===== config.mk =====
export PLATFORM = sky130hd
export DESIGN_NAME = pwm_button_ctrl_flat
export DESIGN_NICKNAME = d
export VERILOG_FILES = /design/src/rtl/pwm_ctrl_pkg.sv /design/src/rtl/pwm_button_ctrl_if.sv /design/src/rtl/pwm_button_ctrl_debounce.sv /design/src/rtl/pwm_button_ctrl.sv /design/src/flat_wrapper.sv
export SDC_FILE = /design/constraint.sdc
export NUM_CORES = 1
export LEC_CHECK = 0
export CORE_MARGIN = 2
export CORE_UTILIZATION = 65
export CTS_CLUSTER_SIZE = 20
export DETAILED_ROUTE_END_ITERATION = 10
export GPL_TIMING_DRIVEN = 1
export PLACE_DENSITY = 0.9
export SLEW_MARGIN = 40
export SYNTH_ARGS = -nofsm -noshare
export SYNTH_HDL_FRONTEND = slang
export SYNTH_SLANG_ARGS = --single-unit

===== constraint.sdc =====
create_clock -name clk -period 6 [get_ports clk]
set_clock_uncertainty 0.15 [all_clocks]
set_input_delay 0.9 -clock clk [delete_from_list [all_inputs] [get_ports clk]]
set_output_delay 0.9 -clock clk [all_outputs]
set_load 0.05 [all_outputs]

===== src/rtl/pwm_ctrl_pkg.sv =====
// Shared types and default timing for the PWM button front-end.
// Defaults assume a 50 MHz clk: 1 ms debounce, 0.5 s start, 0.1 s rate.
package pwm_ctrl_pkg;

    typedef enum logic [1:0] {
        IDLE   = 2'd0,
        DELAY  = 2'd1,
        REPEAT = 2'd2
    } rpt_state_t;

    localparam int DEF_SYNC_STAGES     = 2;
    localparam int DEF_DEBOUNCE_CYCLES = 50000;
    localparam int DEF_REPEAT_START    = 25000000;
    localparam int DEF_REPEAT_RATE     = 5000000;
    localparam int DEF_CNT_W           = 26;

endpackage


===== src/rtl/pwm_button_ctrl_if.sv =====
// Button inputs, consume tick and request/level outputs of the front-end.
// master drives buttons and tick; slave is the controller.
interface pwm_button_ctrl_if;

    logic btn_up_raw;
    logic btn_dn_raw;
    logic consume_tick;
    logic duty_inc;
    logic duty_dec;
    logic btn_up_level;
    logic btn_dn_level;

    modport master (
        output btn_up_raw,
        output btn_dn_raw,
        output consume_tick,
        input  duty_inc,
        input  duty_dec,
        input  btn_up_level,
        input  btn_dn_level
    );

    modport slave (
        input  btn_up_raw,
        input  btn_dn_raw,
        input  consume_tick,
        output duty_inc,
        output duty_dec,
        output btn_up_level,
        output btn_dn_level
    );

endinterface


===== src/rtl/pwm_button_ctrl_debounce.sv =====
// Synchroniser chain plus debounce counter for one raw push-button.
// level follows synced only after DEBOUNCE_CYCLES unbroken cycles of difference.
module btn_debounce
    import pwm_ctrl_pkg::*;
#(
    parameter int SYNC_STAGES     = DEF_SYNC_STAGES,
    parameter int DEBOUNCE_CYCLES = DEF_DEBOUNCE_CYCLES,
    parameter int CNT_W           = DEF_CNT_W
) (
    input  logic clk,
    input  logic rst,
    input  logic raw,
    output logic level
);

    localparam logic [CNT_W-1:0] LAST = CNT_W'(DEBOUNCE_CYCLES - 1);

    logic [SYNC_STAGES-1:0] sync;
    logic [CNT_W-1:0]       cnt;
    logic                   synced;

    assign synced = sync[SYNC_STAGES-1];

    always_ff @(posedge clk or posedge rst) begin
        if (rst) begin
            sync  <= '0;
            cnt   <= '0;
            level <= 1'b0;
        end else begin
            sync <= {sync[SYNC_STAGES-2:0], raw};
            if (synced == level) begin
                cnt <= '0;
            end else if (cnt == LAST) begin
                level <= synced;
                cnt   <= '0;
            end else begin
                cnt <= cnt + CNT_W'(1);
            end
        end
    end

endmodule


===== src/rtl/pwm_button_ctrl.sv =====
// Debounced up/down buttons -> auto-repeating duty requests held until
// the PWM stage consumes them on consume_tick.
module pwm_button_ctrl
    import pwm_ctrl_pkg::*;
#(
    parameter int SYNC_STAGES     = DEF_SYNC_STAGES,
    parameter int DEBOUNCE_CYCLES = DEF_DEBOUNCE_CYCLES,
    parameter int REPEAT_START    = DEF_REPEAT_START,
    parameter int REPEAT_RATE     = DEF_REPEAT_RATE,
    parameter int CNT_W           = DEF_CNT_W
) (
    input logic              clk,
    input logic              rst,
    pwm_button_ctrl_if.slave bus
);

    localparam logic [CNT_W-1:0] START_LAST = CNT_W'(REPEAT_START - 1);
    localparam logic [CNT_W-1:0] RATE_LAST  = CNT_W'(REPEAT_RATE - 1);
    localparam bit               RPT_EN     = (REPEAT_RATE != 0);

    // index 0 = up, 1 = down
    logic [1:0]       level;
    logic [1:0]       ev;
    logic             both;
    rpt_state_t       state [2];
    logic [CNT_W-1:0] rcnt  [2];
    logic             inc;
    logic             dec;

    btn_debounce #(
        .SYNC_STAGES    (SYNC_STAGES),
        .DEBOUNCE_CYCLES(DEBOUNCE_CYCLES),
        .CNT_W          (CNT_W)
    ) u_db_up (
        .clk  (clk),
        .rst  (rst),
        .raw  (bus.btn_up_raw),
        .level(level[0])
    );

    btn_debounce #(
        .SYNC_STAGES    (SYNC_STAGES),
        .DEBOUNCE_CYCLES(DEBOUNCE_CYCLES),
        .CNT_W          (CNT_W)
    ) u_db_dn (
        .clk  (clk),
        .rst  (rst),
        .raw  (bus.btn_dn_raw),
        .level(level[1])
    );

    assign both = &level;

    always_comb begin
        ev = 2'b00;
        for (int b = 0; b < 2; b++) begin
            if (level[b] && !both) begin
                unique case (state[b])
                    IDLE:    ev[b] = 1'b1;
                    DELAY:   ev[b] = RPT_EN && (rcnt[b] == START_LAST);
                    REPEAT:  ev[b] = (rcnt[b] == RATE_LAST);
                    default: ev[b] = 1'b0;
                endcase
            end
        end
    end

    always_ff @(posedge clk or posedge rst) begin
        if (rst) begin
            for (int b = 0; b < 2; b++) begin
                state[b] <= IDLE;
                rcnt[b]  <= '0;
            end
        end else begin
            for (int b = 0; b < 2; b++) begin
                if (!level[b] || both) begin
                    state[b] <= IDLE;
                    rcnt[b]  <= '0;
                end else begin
                    unique case (state[b])
                        IDLE: begin
                            state[b] <= DELAY;
                            rcnt[b]  <= '0;
                        end
                        DELAY: begin
                            // with repeat disabled rcnt parks at START_LAST
                            if (rcnt[b] != START_LAST) begin
                                rcnt[b] <= rcnt[b] + CNT_W'(1);
                            end else if (RPT_EN) begin
                                state[b] <= REPEAT;
                                rcnt[b]  <= '0;
                            end
                        end
                        REPEAT: begin
                            if (rcnt[b] == RATE_LAST) rcnt[b] <= '0;
                            else rcnt[b] <= rcnt[b] + CNT_W'(1);
                        end
                        default: begin
                            state[b] <= IDLE;
                            rcnt[b]  <= '0;
                        end
                    endcase
                end
            end
        end
    end

    // a new event beats a same-cycle consume, and flips direction outright
    always_ff @(posedge clk or posedge rst) begin
        if (rst) begin
            inc <= 1'b0;
            dec <= 1'b0;
        end else begin
            priority case (1'b1)
                ev[0]: begin
                    inc <= 1'b1;
                    dec <= 1'b0;
                end
                ev[1]: begin
                    inc <= 1'b0;
                    dec <= 1'b1;
                end
                bus.consume_tick: begin
                    inc <= 1'b0;
                    dec <= 1'b0;
                end
                default: ;
            endcase
        end
    end

    assign bus.duty_inc     = inc;
    assign bus.duty_dec     = dec;
    assign bus.btn_up_level = level[0];
    assign bus.btn_dn_level = level[1];

endmodule


===== src/flat_wrapper.sv =====
// flat-port wrapper written by rule: the top's interface ports become plain ports
module pwm_button_ctrl_flat import pwm_ctrl_pkg::*;
#(
    parameter int SYNC_STAGES     = DEF_SYNC_STAGES,
    parameter int DEBOUNCE_CYCLES = DEF_DEBOUNCE_CYCLES,
    parameter int REPEAT_START    = DEF_REPEAT_START,
    parameter int REPEAT_RATE     = DEF_REPEAT_RATE,
    parameter int CNT_W           = DEF_CNT_W
)
  (clk, rst, bus_btn_up_raw, bus_btn_dn_raw, bus_consume_tick, bus_duty_inc, bus_duty_dec, bus_btn_up_level, bus_btn_dn_level);
  pwm_button_ctrl_if bus_i ();
  input logic clk;
  input logic rst;
  input wire logic [$bits(bus_i.btn_up_raw)-1:0] bus_btn_up_raw;
  input wire logic [$bits(bus_i.btn_dn_raw)-1:0] bus_btn_dn_raw;
  input wire logic [$bits(bus_i.consume_tick)-1:0] bus_consume_tick;
  output wire logic [$bits(bus_i.duty_inc)-1:0] bus_duty_inc;
  output wire logic [$bits(bus_i.duty_dec)-1:0] bus_duty_dec;
  output wire logic [$bits(bus_i.btn_up_level)-1:0] bus_btn_up_level;
  output wire logic [$bits(bus_i.btn_dn_level)-1:0] bus_btn_dn_level;
  assign bus_i.btn_up_raw = bus_btn_up_raw;
  assign bus_i.btn_dn_raw = bus_btn_dn_raw;
  assign bus_i.consume_tick = bus_consume_tick;
  assign bus_duty_inc = bus_i.duty_inc;
  assign bus_duty_dec = bus_i.duty_dec;
  assign bus_btn_up_level = bus_i.btn_up_level;
  assign bus_btn_dn_level = bus_i.btn_dn_level;
  pwm_button_ctrl #(.SYNC_STAGES(SYNC_STAGES), .DEBOUNCE_CYCLES(DEBOUNCE_CYCLES), .REPEAT_START(REPEAT_START), .REPEAT_RATE(REPEAT_RATE), .CNT_W(CNT_W)) u_core (.clk(clk), .rst(rst), .bus(bus_i));
endmodule

==> key figures, run 1 <==
Worst setup path
  – Cell family contributing the most delay on the critical path: buffers and inverters
  – Peak per-stage delay on the critical path: 0.86 ns
  – Capturing element type of the critical path: primary output
  – Worst-path fanout max: 5
  – Startpoint-to-endpoint class of the critical path: register to primary output
  – Slowest CP cell: clkdlybuf4s50_1
  – Type of element launching the critical path: register
  – Worst reg2reg startpoint: u_core.rcnt[43]$_DFF_PP0_
  – Count of cells along the worst register-to-register path: 5
  – Number of buffers and inverters on the critical path: 1
  – End of the worst register-to-register path: u_core.rcnt[50]$_DFF_PP0_
  – Worst path required time: around 5.0 ns
  – Cells along the critical path: clkdlybuf4s50_1
  – Slack of the worst reg-to-reg path: 3.28 ns
  – Signal arrival time at the worst endpoint: between 1.5 and 2 ns

Placement
  – DP HPWL: around 7600 um
  – Routability Congestion: 0.848
  – Count of input and output buffers: 8

Global route
  – Initial antenna violation count: 0
  – Wire length of the first global-routing pass: 21000 um
  – Vias in the first global route: 4598
  – Total congestion overflow after global routing: 0
  – Combined global-route utilization of all metal layers: 0.269
  – Largest net degree at the start of global routing: 83

Routing
  – Average detailed-routed wire length per instance: 16.6 um
  – Drt drc: 0
  – Via Count: 4441
  – DR pass1 iterations: 5
  – Via count normalized by instance count: 5.97
  – Remaining antenna violation count: 0
  – First DRT Iteration DRCs: 200
  – Aggregate routed wire length: 12300 um

Power
  – IR Drop Worst-Case VDD: 0.191 mV
  – Static leakage power: ~2.7 nW
  – Portion of total power attributed to the clock network: 0.565
  – Power density over the cells: 282 nW/um^2
  – Reg power frac: 0.419
  – Power Internal: about 1.5 mW
  – Switching power of the nets: 0.414 mW
  – Switching portion of total power: 0.219
  – Comb power frac: 0.016

Layout
  – End-of-flow core utilization: 0.762
  – Area grow syn2layout: 13.0%
  – Diodes inserted: 0
  – Fraction of layout cells with a size suffix above 1: 0.0755
  – Post-layout nets: 642

Yosys
  – Top_reg_cell synth: dfrtp_1
  – Async S/R FF share, synth: 1.00
  – Yosys top cell by area: dfrtp_1
  – #FFs+latches synth: 116
  – Yosys synthesis warning count: 0
  – Post-synthesis average cell area: approximately 9.7 um^2
  – Post-synthesis net count: 630
  – Proportion of synthesized chip area in sequential cells: 0.491
  – EDFF count, synth: 0
  – Gate count after technology mapping: 611
  – Synth area leaders: dfrtp_1 49%, nor2_1 7.6%, xor2_1 7.3%
  – Fraction of synthesized cell area taken by the top area cell type: 0.491
  – Synth Cell Area: 5910 um^2
  – Count of distinct cell types in the synthesized netlist: 46

Clock tree
  – Cts hold-fix bufs: 0
  – Clock latency reported for the late side of the worst-skew pair: ~0.53 ns
  – CTS Buffer Depth: 2
  – CTS tree: done
  – Cts bufs inserted: 17
  – Level count of the clock H-tree: 4
  – Number of sinks handled by clock tree synthesis: around 120
  – Root Buffer Master: clkbuf_8
  – # resized after CTS: 0
  – Clock-pin slew on the worst setup and hold paths: approximately 0.06 ns
  – Buffers inserted during post-CTS setup optimization: 0

Floorplanning
  – Core area: 8760 um^2
  – Site Rows: 34
  – Height of the chip: 99.3 um
  – Width of the die: 99.3 um
  – Total Die Area: 9870 um^2
  – Ports: 9
  – Starting Density: 0.674

Timing
  – Minimum clock period after layout: 2.92 ns
  – Post-route fraction of the period consumed by the critical path: 0.487
  – Final max-slew violation count: 0
  – Unrepaired setup endpoints after global routing: no
  – Number of endpoints failing setup at the final stage: 0
  – FMAX: 342 MHz
  – Pin slew with the least headroom to its limit: 0.709 ns
  – Remaining max-slew budget at the tightest pin: 0.523
  – Final sum of negative setup slack: 0 ns
  – Number of failing hold endpoints at the final stage: 0
  – Post-route worst hold slack: 0.199 ns

Min path
  – Worst Hold End: u_core.u_db_up.sync[1]$_DFF_PP0_
  – Hold Crit Start: u_core.u_db_up.sync[0]$_DFF_PP0_
  – Worst min path class: register to register
  – Worst hold path depth: 0

Flow run
  – Max-cap violation count: 0

Outcome
  – Outcome: finished clean
==> layout by cell type (no fill, tap or decap), types with 3 or more instances in the layout <==
master and count:
nor2_1 120, dfrtp_1 116, xor2_1 49, xnor2_1 48
nand2_1 45, nand3_1 41, nand4_1 25, inv_1 20
nor3_1 18, nor4_1 17, and3_1 16, clkbuf_16 16
ha_1 14, and4_1 10, clkdlybuf4s50_1 8, or4_1 6
and2_1 5, a21oi_1 4, inv_6 4, bufinv_16 4
o21ai_0 3, nor2b_1 3, or2_2 3, nor3_2 3
clkinvlp_4 3, clkinv_4 3
==> metal layers <==
layer / share of wire / track usage
met1: 0.42 / 0.334
met3: 0.045 / 0.0654
met2: 0.51 / 0.457
met5: 0 / 0
met4: 0.022 / 0.102
==> stage by stage <==
stage / power (mW) / setup slack [ns] / instances / cell area, um^2
CTS: 1.89 / 3.08 / 744 / 6680
finish: 1.89 / 3.08 / 744 / 6680
detailed placement: 0.836 / 3.39 / 712 / 6060
global placement: 0.834 / 3.28 / 712 / 6040
floorplan: 0.826 / 1.88 / 611 / 5910
global route: 1.93 / 3.02 / 744 / 6680
==> state kept, by name (all words and copies together) (netlist names), 2 cells and up <==
| name | count |
|---|---|
| u_core.u_db_dn.sync | 2 |
| u_core.u_db_up.sync | 2 |
| u_core.u_db_up.cnt | 26 |
| u_core.u_db_dn.cnt | 26 |
| u_core.rcnt | 52 |
| u_core.state | 4 |
==> worst max path at each step <==
| stage | slack (ns) | startpoint | cells after the start | endpoint |
|---|---|---|---|---|
| 4_1_cts | 3.08 | u_core.u_db_up.level$_DFFE_PP0P_ | 1 | bus_btn_up_level |
| 3_3_place_gp | 3.28 | rst | 3 | u_core.rcnt[46]$_DFF_PP0_ |
| 3_5_place_dp | 3.39 | u_core.rcnt[13]$_DFF_PP0_ | 5 | u_core.rcnt[25]$_DFF_PP0_ |
| 5_1_grt | 3.02 | u_core.u_db_up.level$_DFFE_PP0P_ | 1 | bus_btn_up_level |
| 2_1_floorplan | 1.88 | rst | 1 | u_core.bus.duty_dec$_DFFE_PP0P_ |
| 6_report | 3.08 | u_core.u_db_dn.level$_DFFE_PP0P_ | 1 | bus_btn_dn_level |
==> cell type report <==
type | count | area (um^2)
repair buffers | 9 | 87.6
well taps | 108 | 135
flip-flops and latches | 116 | 2900
clock buffers | 17 | 414
multi-input cells | 458 | 2850
inverters | 21 | 83.8
fillers | 561 | 2090
clock inverters | 15 | 205
==> power groups by stage <==
stage               Sequential (mW)  Clock, mW  Combinational [mW]
floorplan                     0.804          0              0.0226
global placement              0.804          0              0.0300
detailed placement            0.805          0              0.0313
CTS                           0.791       1.07              0.0314
global route                  0.791       1.10              0.0349
finish                        0.791       1.06              0.0299
==> synth_stat cells, drive strengths merged, types with 2 or more instances <==
| cell type | instances |
|---|---|
| nor2 | 120 |
| dfrtp | 116 |
| xor2 | 49 |
| xnor2 | 48 |
| nand2 | 45 |
| nand3 | 41 |
| nand4 | 25 |
| inv | 21 |
| nor3 | 21 |
| nor4 | 19 |
| and3 | 16 |
| ha | 14 |
| and4 | 10 |
| buf | 9 |
| clkbuf | 7 |
| or4 | 6 |
| and2 | 5 |
| a21oi | 4 |
| o211ai | 4 |
| nor2b | 3 |
| o21ai | 3 |
| or2 | 3 |
| a31oi | 2 |
| mux2 | 2 |
| nor4b | 2 |
| o31ai | 2 |
==> cells by family (layout without fill, tap and decap cells) <==
kind of cell             Yosys count  after routing  synth area share
AO/OA/AOI/OAI                     21             21            0.0273
multiplexers                       2              2           0.00381
buffers and inverters             37             62            0.0297
XOR/XNOR                          97             97             0.144
AND/OR/NAND/NOR                  324            324             0.274
adder cells (fa/ha/maj)           14             14            0.0297
flip-flops                       116            116             0.491
(Power assumes the default switching activity.)
==> run 2, diff against run 1 <==
--- a/config.mk
+++ b/config.mk
@@ -6,11 +6,11 @@
 export NUM_CORES = 1
 export LEC_CHECK = 0
 export CORE_MARGIN = 2
-export CORE_UTILIZATION = 65
+export CORE_UTILIZATION = 63
 export CTS_CLUSTER_SIZE = 20
 export DETAILED_ROUTE_END_ITERATION = 10
 export GPL_TIMING_DRIVEN = 1
-export PLACE_DENSITY = 0.9
+export PLACE_DENSITY = 0.88
 export SLEW_MARGIN = 40
 export SYNTH_ARGS = -nofsm -noshare
 export SYNTH_HDL_FRONTEND = slang
==> constraint.sdc (replaced) <==
create_clock -name clk -period 2.8 [get_ports clk]
set_clock_uncertainty 0.15 [all_clocks]
set_input_delay 0.42 -clock clk [delete_from_list [all_inputs] [get_ports clk]]
set_output_delay 0.42 -clock clk [all_outputs]
set_load 0.05 [all_outputs]
==> run 2 against run 1 <==
  * Hold slack got worse by 0.012 ns
  * Global-route usage fell by 0.21 points
  * Combinational power rose by 130%
  * Register-to-register slack got worse by 3.0 ns
  * Setup slack got worse by 2.8 ns
  * Flip-flop and latch count did not move
  * Largest power group unchanged
==> key figures, run 2 (synthesis results as in run 1) <==
Worst setup path
  – Cells along the critical path: or3b_2 -> nor4_2 -> a31oi_1 -> o211ai_2 -> buf_4 -> nor2_1
  – Slowest CP cell: or3b_2
  – End of the worst register-to-register path: u_core.rcnt[31]$_DFF_PP0_
  – Count of cells along the worst register-to-register path: 6 (+1)
  – Worst reg2reg startpoint: u_core.rcnt[43]$_DFF_PP0_
  – Peak per-stage delay on the critical path: 0.50 ns (-0.36 ns)
  – Worst path required time: 3.04 ns (-1.91 ns)
  – Worst-path fanout max: 26 (+21)
  – Cell family contributing the most delay on the critical path: simple AND/OR/NAND/NOR gates
  – Type of element launching the critical path: register
  – Signal arrival time at the worst endpoint: 2.81 ns (+0.94 ns)
  – Number of buffers and inverters on the critical path: 1 (unchanged)
  – Startpoint-to-endpoint class of the critical path: register to register
  – Capturing element type of the critical path: register
  – Slack of the worst reg-to-reg path: 0.23 ns (-3.05 ns)

Flow run
  – Max-cap violation count: 0 (unchanged)

Timing
  – Minimum clock period after layout: around 2.6 ns
  – Unrepaired setup endpoints after global routing: no
  – Remaining max-slew budget at the tightest pin: 0.489 (-0.0339)
  – Post-route worst hold slack: 0.187 ns (-0.0119 ns)
  – Number of failing hold endpoints at the final stage: 0 (unchanged)
  – FMAX: 390 MHz
  – Setup slack of the critical path after layout: 0.234 ns (-2.84 ns)
  – Pin slew with the least headroom to its limit: 0.759 ns (+0.0504 ns)
  – Final max-slew violation count: 0 (unchanged)
  – Final sum of negative setup slack: 0 ns (unchanged)
  – Post-route fraction of the period consumed by the critical path: 0.917
  – Number of endpoints failing setup at the final stage: 0 (unchanged)

Clock tree
  – Cts bufs inserted: 17 (unchanged)
  – CTS tree: done
  – Clock latency reported for the late side of the worst-skew pair: 0.52 ns (about the same)
  – Cts hold-fix bufs: 0 (unchanged)
  – Number of sinks handled by clock tree synthesis: 116 (unchanged)
  – Level count of the clock H-tree: 4 (unchanged)
  – Clock-pin slew on the worst setup and hold paths: 0.06 ns (about the same)
  – # resized after CTS: 0 (unchanged)
  – Root Buffer Master: clkbuf_8
  – Buffers inserted during post-CTS setup optimization: 0 (unchanged)
  – CTS Buffer Depth: 2 (unchanged)

Power
  – IR Drop Worst-Case VDD: 0.324 mV (+69%)
  – Static leakage power: 2.76 nW (+1.0%)
  – Total Power: 3.99 mW (+110%)
  – Power density over the cells: 595 nW/um^2 (+110%)

Layout
  – Flip-flop count of the largest register after layout: 52 (unchanged)
  – Diodes inserted: 0 (unchanged)
  – End-of-flow core utilization: 0.733 (-0.0290)
  – Regs by FF count: u_core.rcnt x52, u_core.u_db_dn.cnt x26, u_core.u_db_up.cnt x26
  – Layout Cell Area excl Fill: 6710 um^2 (+0.47%)
  – Layout fillers: 573 (+2.1%)
  – Final standard cell count with taps included and fillers excluded: 752 (+1.1%)
  – Area grow syn2layout: 13.6%
  – Fraction of layout cells with a size suffix above 1: 0.0796 (+0.00409)
  – Storage element area: 2900 um^2 (unchanged)
  – Post-layout nets: 647 (+0.78%)
  – Register with the highest flop count: u_core.rcnt
  – Highest-count cells in the layout ignoring fill and taps: 120 x nor2_1, 116 x dfrtp_1, 49 x xor2_1
  – Area taken by multi-input logic gates: 2830 um^2 (-0.66%)
  – Most common cell after layout, fill and taps aside: nor2_1

Floorplanning
  – Site Rows: 35 (+2.9%)
  – Total Die Area: 10200 um^2 (+3.0%)
  – Ports: 9 (unchanged)
  – Width of the die: 101 um (+1.5%)
  – Height of the chip: 101 um (+1.5%)
  – Starting Density: 0.645 (-0.0287)
  – Core area: 9150 um^2 (+4.4%)

Routing
  – Drt drc: 0 (unchanged)
  – Average detailed-routed wire length per instance: 16.6 um (+0.30%)
  – Aggregate routed wire length: 12500 um (+1.4%)
  – Via Count: 4629 (+4.2%)
  – Remaining antenna violation count: 0 (unchanged)
  – First DRT Iteration DRCs: 301 (+51%)
  – DR pass1 iterations: 7 (+2)
  – Via count normalized by instance count: 6.16 (+3.1%)

Min path
  – Hold Crit Start: bus_btn_up_raw
  – Worst min path class: input pin to register
  – Worst Hold End: u_core.u_db_up.sync[0]$_DFF_PP0_
  – Worst hold path depth: 1 (+1)

Global route
  – Vias in the first global route: 4587 (-0.24%)
  – Initial antenna violation count: 0 (unchanged)
  – Largest net degree at the start of global routing: 117 (+41%)
  – Total congestion overflow after global routing: 0 (unchanged)
  – Combined global-route utilization of all metal layers: 0.267 (-0.00214)
  – Wire length of the first global-routing pass: 21400 um (+2.0%)

Placement
  – DP HPWL: 7310 um (-3.3%)
  – Placement-stage worst setup slack: 0.385 ns (-3.00 ns)
  – Count of input and output buffers: 8 (unchanged)
  – Placed cells: 720 (+1.1%)
  – Post-detailed-placement cell area: 6090 um^2 (+0.56%)
  – Routability Congestion: 0.814 (-4.0%)

Outcome
  – Outcome: finished clean
[run 2: changes by cell type in the layout (fill, tap and decap cells not counted), sizes merged]
cell | previous run | this run
clkinv | 5 | 4
clkbuf | 17 | 19
bufinv | 4 | 3
inv | 24 | 22
buf | 1 | 6
clkinvlp | 3 | 5
[run 2: layout make-up]
cell class / count / area share
clock buffers: 19 / 0.0658
flip-flops and latches: 116 / 0.433
well taps: 111 / 0.0207
repair buffers: 14 / 0.0205
clock inverters: 13 / 0.0261
inverters: 21 / 0.0123
multi-input cells: 458 / 0.422
[run 2: routing by layer]
layer | GRT usage | share of wire | routed length, um | vias to the layer above
li1 | - | - | - | 2120
met1 | 0.349 | 0.43 | 5350 | 2311
met2 | 0.427 | 0.50 | 6290 | 166
met3 | 0.0673 | 0.048 | 600 | 32
met4 | 0.107 | 0.021 | 260 | 0
met5 | 0 | 0 | 0 | -
[run 2: worst max path at each step]
| stage | end | cells past startpoint | startpoint |
|---|---|---|---|
| floorplan | u_core.rcnt[23]$_DFF_PP0_ | 6 | u_core.rcnt[13]$_DFF_PP0_ |
| finish | u_core.rcnt[31]$_DFF_PP0_ | 6 | u_core.rcnt[43]$_DFF_PP0_ |
| global placement | u_core.rcnt[21]$_DFF_PP0_ | 6 | u_core.rcnt[13]$_DFF_PP0_ |
| global route | u_core.rcnt[50]$_DFF_PP0_ | 6 | u_core.rcnt[28]$_DFF_PP0_ |
| CTS | u_core.rcnt[31]$_DFF_PP0_ | 6 | u_core.rcnt[43]$_DFF_PP0_ |
| detailed placement | u_core.rcnt[31]$_DFF_PP0_ | 6 | u_core.rcnt[42]$_DFF_PP0_ |
[run 2: where the power goes]
part	internal (mW)	switching, mW	leakage, nW
combinational	0.0170	0.0504	0.859
sequential	1.69	0.00709	1.61
clock	1.42	0.816	0.289
total	3.12	0.873	2.76
[run 2: worst register-to-register path, delay by kind of cell (launching register included)]
family	cells	cell delay, ns
DFF	1	0.44
AOI/OAI and AO/OA	2	0.50
and+or+nand+nor	3	1.03
buffers and inverters	1	0.31
==> run 3, diff against run 2 <==
--- a/config.mk
+++ b/config.mk
@@ -11,6 +11,7 @@
 export DETAILED_ROUTE_END_ITERATION = 10
 export GPL_TIMING_DRIVEN = 1
 export PLACE_DENSITY = 0.88
+export SETUP_SLACK_MARGIN = 0.2
 export SLEW_MARGIN = 40
 export SYNTH_ARGS = -nofsm -noshare
 export SYNTH_HDL_FRONTEND = slang
==> run 3 against run 2 <==
  * Combinational power is 0.6% higher
  * Critical path type unchanged
  * Count of clock-buffer cells in the layout did not move
  * Die area did not move
  * Non-clock buffer count is the same
  * Global-route usage unchanged
  * Via count barely moved
  * Clock power is essentially flat
  * Total power increased by 0.14%
  * Final cell count did not move
  * Critical path depth down 1
==> key figures, run 3 (synthesis results as in run 1) <==
Floorplanning
  – Starting Density: 0.645 (unchanged)
  – Height of the chip: 101 um (unchanged)
  – Ports: 9 (unchanged)
  – Total Die Area: 10200 um^2 (unchanged)
  – Site Rows: 35 (unchanged)
  – Core area: 9150 um^2 (unchanged)
  – Width of the die: 101 um (unchanged)

Layout
  – Most common cell after layout, fill and taps aside: nor2_1
  – Layout Cell Area excl Fill: 6720 um^2 (+0.13%)
  – Area grow syn2layout: 13.7%
  – Final standard cell count with taps included and fillers excluded: 752 (unchanged)
  – Fraction of layout cells with a size suffix above 1: 0.0796 (unchanged)
  – Regs by FF count: u_core.rcnt x52, u_core.u_db_dn.cnt x26, u_core.u_db_up.cnt x26
  – Flip-flop count of the largest register after layout: 52 (unchanged)
  – Post-layout nets: 647 (unchanged)
  – Register with the highest flop count: u_core.rcnt
  – Layout fillers: 568 (-0.87%)
  – Highest-count cells in the layout ignoring fill and taps: 120 x nor2_1, 116 x dfrtp_1, 49 x xor2_1
  – Diodes inserted: 0 (unchanged)

Worst setup path
  – Worst-path fanout max: 5 (-81%)
  – Signal arrival time at the worst endpoint: 2.74 ns (-0.07 ns)
  – Slack of the worst reg-to-reg path: 0.31 ns (+0.08 ns)
  – Type of element launching the critical path: register
  – End of the worst register-to-register path: u_core.bus.duty_inc$_DFFE_PP0P_
  – Worst path required time: 3.05 ns (about the same)
  – Capturing element type of the critical path: register
  – Count of cells along the worst register-to-register path: 5 (-1)
  – Startpoint-to-endpoint class of the critical path: register to register
  – Worst reg2reg startpoint: u_core.rcnt[13]$_DFF_PP0_

Routing
  – Average detailed-routed wire length per instance: 16.7 um (+0.40%)
  – Via Count: 4630 (+0.022%)
  – DR pass1 iterations: 5 (-2)
  – Remaining antenna violation count: 0 (unchanged)
  – Aggregate routed wire length: 12500 um (+0.40%)
  – Via count normalized by instance count: 6.16 (about the same)
  – Drt drc: 0 (unchanged)
  – First DRT Iteration DRCs: 293 (-2.7%)

Clock tree
  – Cts hold-fix bufs: 0 (unchanged)
  – Root Buffer Master: clkbuf_8
  – CTS Buffer Depth: 2 (unchanged)
  – Number of sinks handled by clock tree synthesis: 116 (unchanged)
  – Buffers inserted during post-CTS setup optimization: 0 (unchanged)
  – Cts bufs inserted: 17 (unchanged)
  – Clock-pin slew on the worst setup and hold paths: 0.06 ns (about the same)
  – CTS tree: done
  – Clock latency reported for the late side of the worst-skew pair: 0.52 ns (about the same)
  – # resized after CTS: 0 (unchanged)
  – Level count of the clock H-tree: 4 (unchanged)

Timing
  – Number of failing hold endpoints at the final stage: 0 (unchanged)
  – Setup slack of the critical path after layout: 0.311 ns (+0.0774 ns)
  – Post-route fraction of the period consumed by the critical path: 0.889 (-0.0276)
  – Remaining max-slew budget at the tightest pin: 0.509 (+0.0196)
  – Unrepaired setup endpoints after global routing: no
  – Final max-slew violation count: 0 (unchanged)
  – Pin slew with the least headroom to its limit: 0.730 ns (-0.0291 ns)
  – Final sum of negative setup slack: 0 ns (unchanged)
  – Number of endpoints failing setup at the final stage: 0 (unchanged)
  – Post-route worst hold slack: 0.187 ns (-0.0000370 ns)
  – Minimum clock period after layout: 2.49 ns (-0.0774 ns)
  – FMAX: 402 MHz (+3.1%)

Global route
  – Largest net degree at the start of global routing: 117 (unchanged)
  – Wire length of the first global-routing pass: 21400 um (unchanged)
  – Vias in the first global route: 4587 (unchanged)
  – Combined global-route utilization of all metal layers: 0.267 (unchanged)
  – Initial antenna violation count: 0 (unchanged)
  – Total congestion overflow after global routing: 0 (unchanged)

Placement
  – Routability Congestion: 0.814 (unchanged)
  – Post-detailed-placement cell area: 6090 um^2 (unchanged)
  – DP HPWL: 7310 um (unchanged)
  – Placement-stage worst setup slack: 0.385 ns (unchanged)
  – Count of input and output buffers: 8 (unchanged)
  – Placed cells: 720 (unchanged)

Min path
  – Worst hold path depth: 1 (unchanged)
  – Worst Hold End: u_core.u_db_up.sync[0]$_DFF_PP0_
  – Hold Crit Start: bus_btn_up_raw
  – Worst min path class: input pin to register

Outcome
  – Outcome: finished clean

Flow run
  – Max-cap violation count: 0 (unchanged)

Power
  – Static leakage power: 2.77 nW (+0.61%)
  – Power density over the cells: 595 nW/um^2 (about the same)
  – IR Drop Worst-Case VDD: 0.323 mV (-0.14%)
[run 3: worst max-delay path by stage]
stage / from / to / slack (ns) / cells past startpoint
after floorplan: u_core.rcnt[13]$_DFF_PP0_ / u_core.rcnt[23]$_DFF_PP0_ / 0.57 / 6
final: u_core.rcnt[13]$_DFF_PP0_ / u_core.bus.duty_inc$_DFFE_PP0P_ / 0.31 / 5
after global placement: u_core.rcnt[13]$_DFF_PP0_ / u_core.rcnt[21]$_DFF_PP0_ / 0.47 / 6
after global routing: u_core.u_db_dn.cnt[6]$_DFF_PP0_ / u_core.u_db_dn.cnt[18]$_DFF_PP0_ / 0.21 / 5
after CTS: u_core.rcnt[43]$_DFF_PP0_ / u_core.rcnt[31]$_DFF_PP0_ / 0.32 / 6
after detailed placement: u_core.rcnt[42]$_DFF_PP0_ / u_core.rcnt[31]$_DFF_PP0_ / 0.39 / 6
[run 3: critical path: stages (launching register included)]
cell      delay [ns]
dfrtp_1         0.42
or4_1           0.55
or4_1           0.45
nor3_1          0.22
o311ai_0        0.26
a31o_2          0.33
[run 3: power by group]
part,internal (mW),switching (mW)
registers,1.69,0.00716
logic,0.0170,0.0508
clock network,1.42,0.821
[run 3: area by class of cell]
type / instances / area [um^2] / share of cell area
clock buffer: 19 / 442 / 0.0658
clock inverter: 13 / 175 / 0.0261
inverter: 21 / 82.6 / 0.0123
multi-input combinational: 458 / 2840 / 0.423
sequential: 116 / 2900 / 0.432
tap: 111 / 139 / 0.0207
timing repair buffer: 14 / 138 / 0.0205
[run 3: per-layer routing]
| metal | part of all wire | global-route usage |
|---|---|---|
| met3 | 0.052 | 0.0673 |
| met4 | 0.021 | 0.107 |
| met5 | 0 | 0 |
| met1 | 0.43 | 0.349 |
| met2 | 0.50 | 0.427 |
[run 3: stage by stage]
step | util | power [mW]
global route | 0.734 | 4.11
detailed placement | 0.665 | 1.79
global placement | 0.665 | 1.79
finish | 0.734 | 4.00
CTS | 0.733 | 4.00
floorplan | - | 1.77
